### src/rtl/feature_frame_scheduler.sv
// ---------------------------------------------------------------------------
// feature_frame_scheduler
//
// Sits between the per-frame channel barrier and the serial feature
// extractor. A frame_ready pulse snapshots every channel energy and the
// channel enable mask. The enabled channels are then streamed one beat per
// channel, in ascending index order, over a valid/ready interface. The block
// then waits for the extractor's completion pulse and emits a one-cycle
// frame_done. frame_ready pulses that arrive while a frame is in flight are
// discarded and counted.
//
// Ports:
//   clk, rst      clock, synchronous active-high reset
//   frame_ready   one-cycle pulse: chan_energy / chan_enable are valid
//   chan_energy   packed energies, channel i at [i*DATA_W +: DATA_W]
//   chan_enable   channel enable mask, latched when a frame is accepted
//   out_valid     beat valid towards the extractor
//   out_ready     extractor accepts the current beat
//   out_data      snapshotted energy of the current channel
//   out_chan      index of the current channel (zero-extended)
//   out_last      current beat is the highest enabled channel
//   fe_done       extractor finished the frame (pulse)
//   frame_done    one-cycle end-of-frame pulse
//   busy          high whenever a frame is in progress
//   overrun_cnt   saturating count of rejected frame_ready pulses
//   timeout_err   sticky: fe_done did not arrive within TIMEOUT cycles
//   err_clr       clears overrun_cnt and timeout_err
// ---------------------------------------------------------------------------
module feature_frame_scheduler #(
    parameter int unsigned NUM_CHANNELS = 8,
    parameter int unsigned DATA_W       = 32,
    parameter int unsigned TIMEOUT      = 1024,
    parameter int unsigned CNT_W        = 8
) (
    input  logic                             clk,
    input  logic                             rst,
    input  logic                             frame_ready,
    input  logic [NUM_CHANNELS*DATA_W-1:0]   chan_energy,
    input  logic [NUM_CHANNELS-1:0]          chan_enable,
    output logic                             out_valid,
    input  logic                             out_ready,
    output logic [DATA_W-1:0]                out_data,
    output logic [3:0]                       out_chan,
    output logic                             out_last,
    input  logic                             fe_done,
    output logic                             frame_done,
    output logic                             busy,
    output logic [CNT_W-1:0]                 overrun_cnt,
    output logic                             timeout_err,
    input  logic                             err_clr
);

    localparam int unsigned IDX_W = (NUM_CHANNELS > 1) ? $clog2(NUM_CHANNELS) : 1;
    localparam int unsigned TO_W  = $clog2(TIMEOUT + 1);
    localparam logic [TO_W-1:0] TO_LIMIT = TO_W'(TIMEOUT - 1);

    localparam logic [1:0] S_IDLE    = 2'd0;
    localparam logic [1:0] S_ISSUE   = 2'd1;
    localparam logic [1:0] S_WAIT_FE = 2'd2;
    localparam logic [1:0] S_DONE    = 2'd3;

    logic [1:0]              r_state;
    logic [NUM_CHANNELS-1:0] r_mask;
    logic [IDX_W-1:0]        r_idx;
    logic [DATA_W-1:0]       r_shadow [NUM_CHANNELS];
    logic [TO_W-1:0]         r_to_cnt;
    logic [CNT_W-1:0]        r_ovr;
    logic                    r_to_err;

    logic                    w_issue;
    logic [IDX_W-1:0]        w_first_idx;
    logic                    w_first_any;
    logic [IDX_W-1:0]        w_next_idx;
    logic                    w_next_any;
    logic [TO_W-1:0]         w_to_inc;
    logic                    w_to_expire;

    assign w_issue = (r_state == S_ISSUE);

    // Two priority encoders: lowest enabled channel of the incoming mask, and
    // lowest latched channel strictly above the current index (equivalent to
    // mask & ~((2<<idx)-1)). Both are purely combinational so consecutive
    // enabled channels issue back-to-back regardless of gaps in the mask.
    always_comb begin
        w_first_idx = '0;
        w_first_any = 1'b0;
        w_next_idx  = '0;
        w_next_any  = 1'b0;
        for (int unsigned i = 0; i < NUM_CHANNELS; i++) begin
            if (!w_first_any && chan_enable[i]) begin
                w_first_any = 1'b1;
                w_first_idx = IDX_W'(i);
            end
            if (!w_next_any && r_mask[i] && (IDX_W'(i) > r_idx)) begin
                w_next_any = 1'b1;
                w_next_idx = IDX_W'(i);
            end
        end
    end

    // The counter starts at 0 in the first WAIT_FE cycle; timing out when the
    // incremented value reaches TIMEOUT-1 puts frame_done exactly TIMEOUT
    // cycles after the last handshake.
    assign w_to_inc    = r_to_cnt + 1'b1;
    assign w_to_expire = (w_to_inc >= TO_LIMIT);

    always_ff @(posedge clk) begin
        if (rst) begin
            r_state  <= S_IDLE;
            r_mask   <= '0;
            r_idx    <= '0;
            r_to_cnt <= '0;
            for (int unsigned i = 0; i < NUM_CHANNELS; i++) begin
                r_shadow[i] <= '0;
            end
        end else begin
            case (r_state)
                S_IDLE: begin
                    if (frame_ready) begin
                        for (int unsigned i = 0; i < NUM_CHANNELS; i++) begin
                            r_shadow[i] <= chan_energy[i*DATA_W +: DATA_W];
                        end
                        r_mask  <= chan_enable;
                        r_idx   <= w_first_idx;
                        r_state <= w_first_any ? S_ISSUE : S_DONE;
                    end
                end
                S_ISSUE: begin
                    if (out_ready) begin
                        if (w_next_any) begin
                            r_idx <= w_next_idx;
                        end else begin
                            r_state  <= S_WAIT_FE;
                            r_to_cnt <= '0;
                        end
                    end
                end
                S_WAIT_FE: begin
                    if (fe_done || w_to_expire) begin
                        r_state <= S_DONE;
                    end else begin
                        r_to_cnt <= w_to_inc;
                    end
                end
                S_DONE: begin
                    r_state <= S_IDLE;
                end
                default: begin
                    r_state <= S_IDLE;
                end
            endcase
        end
    end

    // Error bookkeeping: err_clr takes priority over a coincident set/increment.
    always_ff @(posedge clk) begin
        if (rst) begin
            r_ovr    <= '0;
            r_to_err <= 1'b0;
        end else begin
            if (err_clr) begin
                r_ovr <= '0;
            end else if (frame_ready && (r_state != S_IDLE) && (r_ovr != '1)) begin
                r_ovr <= r_ovr + 1'b1;
            end

            if (err_clr) begin
                r_to_err <= 1'b0;
            end else if ((r_state == S_WAIT_FE) && !fe_done && w_to_expire) begin
                r_to_err <= 1'b1;
            end
        end
    end

    assign out_valid   = w_issue;
    assign out_data    = w_issue ? r_shadow[r_idx] : '0;
    assign out_chan    = w_issue ? 4'(r_idx) : 4'd0;
    assign out_last    = w_issue && !w_next_any;
    assign frame_done  = (r_state == S_DONE);
    assign busy        = (r_state != S_IDLE);
    assign overrun_cnt = r_ovr;
    assign timeout_err = r_to_err;

endmodule

### config.mk
export PLATFORM = sky130hd
export DESIGN_NAME = feature_frame_scheduler
export DESIGN_NICKNAME = d
export VERILOG_FILES = /design/src/rtl/feature_frame_scheduler.sv
export SDC_FILE = /design/constraint.sdc
export NUM_CORES = 1
export LEC_CHECK = 0
export CORE_UTILIZATION = 45
export DETAILED_ROUTE_END_ITERATION = 12
export HOLD_SLACK_MARGIN = 0.03
export PLACE_DENSITY = 0.83
export SYNTH_ARGS = -nofsm -noshare
export SYNTH_HDL_FRONTEND = slang
export SYNTH_SLANG_ARGS = --single-unit
### constraint.sdc
create_clock -name clk -period 9.6 [get_ports clk]
set_input_delay 1.44 -clock clk [delete_from_list [all_inputs] [get_ports clk]]
set_output_delay 1.44 -clock clk [all_outputs]
set_load 0.03 [all_outputs]
==> summary by stage <==
Critical path
The worst setup path is captured at an output pin. The critical path required time is 8160 ps. The worst setup path is of the flop to output pin kind. STA classifies the critical path startpoint as a flop. The launch point of the worst reg-to-reg path is r_state[0]. STA puts the critical path data arrival time at 3480 ps. Along the worst path, the maximum fanout reaches 48.

GRT
The global routing usage summed across all routing layers is 19.68%. The first-pass GRT wire length is 46,970 um. The initial antenna violation count is 2. The number of global-route vias before repair was 8,763. The largest net degree at the start of global routing is 126. After global routing the overflow that remains totals 0.

Clocking
CTS built an H-tree with a depth of 1. Post-CTS repair changed the size of 0 cells. After clock tree synthesis, the clock-pin slew on the worst setup and hold paths is 70 ps.

The CTS buffer count is 30. The tree is rooted in a clkbuf_16. The maximum buffer depth of the clock tree is 3. The CTS tree is done. For the worst-skew pair, the clock arrives at the later sink with an insertion delay of 550 ps.

Once the clock tree was built, the setup fixing pass inserted 0 buffers. Counting every sink on the clock net gives 291. In this run, post-CTS hold repair placed 0 buffers.

Placed design
The number of buffers inserted by port buffering is 317. The final HPWL from detailed placement is 20,910 um. Routability-driven placement finished with a final weighted congestion of 0.8255. The worst-case setup slack after placement is 4985 ps.

Detailed routing
For this block, the via count after detailed routing is 8,665. The wire length per cell is 18.68 um. For this run, design rule violations remaining after detail routing come to 0. Before antenna repair, the detailed router went through 5 iterations.

The detailed-route vias per instance is 5.217. The first routing iteration left 603 violations. Summed over all layers, the routed wires come to 31,030 um.

The count of nets left with antenna violations once routing finished came out at 0.

Cells and area
The number of antenna diodes in the final layout is 0. The area added between synthesis and finish is 33.31%. The number of nets in the final layout is 1,527. In the layout the commonest cells are 316 x clkdlybuf4s50_1, 256 x edfxtp_1, 197 x and2_1. The fraction of final layout cells with drive strength greater than 1 is 11.25%. The final-layout fill cell count is 2,219.

The commonest non-fill, non-tap cell in the layout is clkdlybuf4s50_1.

Timing
The final hold violation count was 0. Setup violations remaining at the end of the flow were counted as 0. The final worst-path cycle share is 51.24%. The sum of negative setup slack is 0 ps. For the final database, setup skew stands at 18.83 ps.

The routed design could run at a clock period as short as 4919 ps. The final count of pins violating max slew is 0. The final worst slack is 4681 ps. The tightest slew margin relative to the limit is 26.52%. Setup repair after global routing left no endpoint under its margin. The maximum operating frequency is 203.3 MHz. At the pin with the least slew margin, the transition time is 1102 ps.

Pwr
The switching part of the total is 29.17%. In this run the power density over the cells is 238.8 nW/um2. The share of total power in sequential cells is 42.6%. The part of the power in combinational logic is 29.1%. The maximum vdd drop is 0.1531 mV. The total power is 0.004333 W. The analysis attributes to cell leakage a power of 6.470 nW. The internal power summed over all cells is 0.003069 W. The clock share of power is 28.3%.

In this run the power spent charging and discharging nets is 0.001264 W.

Synthesis
The count of synthesis-stage warnings from yosys is 0. Among all flip-flop cells after synthesis, the most frequent one is edfxtp_1. The net count of the mapped netlist is 1,233. After synthesis, flip-flops and latches occupy 61.61% of the total area.

Of the total synthesized cell area, the portion taken by XOR and XNOR cells is 0.5147%. The multiplexer fraction of the synthesized cell area is 13.10%. After synthesis, the netlist uses 65 different library cells. The fraction of the mapped netlist area in compound gates is 3.520%.

The adder-cell share of the synthesized area is 0.7352%. The mapped netlist covers 13,610 um2. Counting every instance in the synthesized netlist gives 955. Of the total synthesized cell area, the portion taken by AND, OR, NAND and NOR gates is 18.19%. In this run the mean area of a mapped cell was 14.26 um2. The post-synthesis async set-or-reset flop share is 0%. The area share of the leading cell type in the synthesized netlist is 56.47%. The number of flops mapped to enable cells by yosys is 256.

The synthesized design spends more area on one cell type than any other, namely edfxtp_1. Sorting the synthesized cells by area gives the leading types as edfxtp_1 56%, mux4_2 11%, and2_1 9.1%. The largest family of logic cells by synthesized area is simple AND/OR/NAND/NOR gates. The number of flip-flops and latches in the synthesized netlist is 291.

Floorplanning
The floorplan step set the die width to 175.9 um. The effective utilization at floorplan is 45.81%. The die outline area is 30,950 um2. In this run the count of I/O pins placed on the die edge is 319. The die is 175.9 um tall. The floorplan has 63 rows. The total area inside the core boundary comes to 29,720 um2.

Run status
The run finished with clean final reports.

Min path
The origin of the worst min-delay path is r_to_cnt[10]. The path class of the tightest hold or removal check is flop to flop.

Job
The max capacitance violation total is 0.
## worst max-delay path: stages (launching register included)
cell,delay (ps)
dfxtp_4,570
buf_4,840
mux4_2,600
mux2i_1,190
nor2b_1,100
clkdlybuf4s50_1,600
## power by group through the flow
stage               combinational [W]  clock [W]  sequential (W)
floorplan                    0.000958          0         0.00177
global placement              0.00125          0         0.00186
detailed placement            0.00127          0         0.00187
CTS                           0.00127    0.00125         0.00185
global route                  0.00135    0.00129         0.00188
finish                        0.00126    0.00123         0.00185
## logic make-up (layout without fill, tap and decap cells)
group,count (synthesis),count (layout)
muxes,98,98
and+or+nand+nor,410,410
buffers and inverters,79,395
xor gates and xnor gates,8,8
other,1,1
adders and majority gates,8,8
AOI/OAI and AO/OA,60,60
DFF,291,291
## state kept, by name, summed over array words and instances (netlist names), named ones only
signal and cells:
r_idx 3, timeout_err 1, r_shadow 256, r_state 2
overrun_cnt 8, r_to_cnt 11, r_mask 7
## Yosys cell counts (all sizes together) (7+ instances only)
| cell | n |
|---|---|
| nor3 | 14 |
| edfxtp | 256 |
| and2 | 197 |
| buf | 15 |
| mux2i | 33 |
| a21oi | 8 |
| nand4 | 7 |
| nand2 | 14 |
| ha | 8 |
| nand3 | 14 |
| o21ai | 9 |
| nor2 | 29 |
| dfxtp | 35 |
| clkbuf | 46 |
| mux4 | 64 |
| nor2b | 101 |
| inv | 18 |
| nand2b | 8 |
## layout make-up
type / instances / area, um2 / share of cell area, %
clock inverters: 18 / 239.0 / 1.317
multi-input cells: 585 / 4920 / 27.11
repair buffers: 323 / 3216 / 17.72
flip-flops and latches: 291 / 8397 / 46.27
well taps: 390 / 488.0 / 2.689
inverters: 18 / 75.07 / 0.4136
clock buffers: 36 / 814.5 / 4.488
## final timing paths
path                endpoint  cells after the start  slack, ps
max             out_data[29]                      5       4680
min             r_to_cnt[10]                      2        440
max reg2reg  r_shadow[7][16]                      5       6620
min reg2reg     r_to_cnt[10]                      2        440
## metal layers
metal / GRT usage, % / part of all wire, % / vias up / routed length, um
met5: 0 / 0.042 / - / 13
met4: 6.377 / 3.1 / 2 / 958
met3: 4.070 / 7.3 / 62 / 2256
met2: 33.47 / 49 / 340 / 15200
met1: 25.17 / 41 / 4173 / 12600
li1: - / - / 4088 / -
## per-stage QoR
stage	util, %	hold WS, ps	std cells	instance area, um2
4_1_cts	61.07	441.1	1661	18150
2_1_floorplan	-	421.0	955	13610
3_5_place_dp	57.53	430.8	1607	17100
3_3_place_gp	57.53	426.6	1607	17100
5_1_grt	61.07	477.1	1661	18150
6_report	61.07	438.4	1661	18150
(Power assumes the default switching activity.)
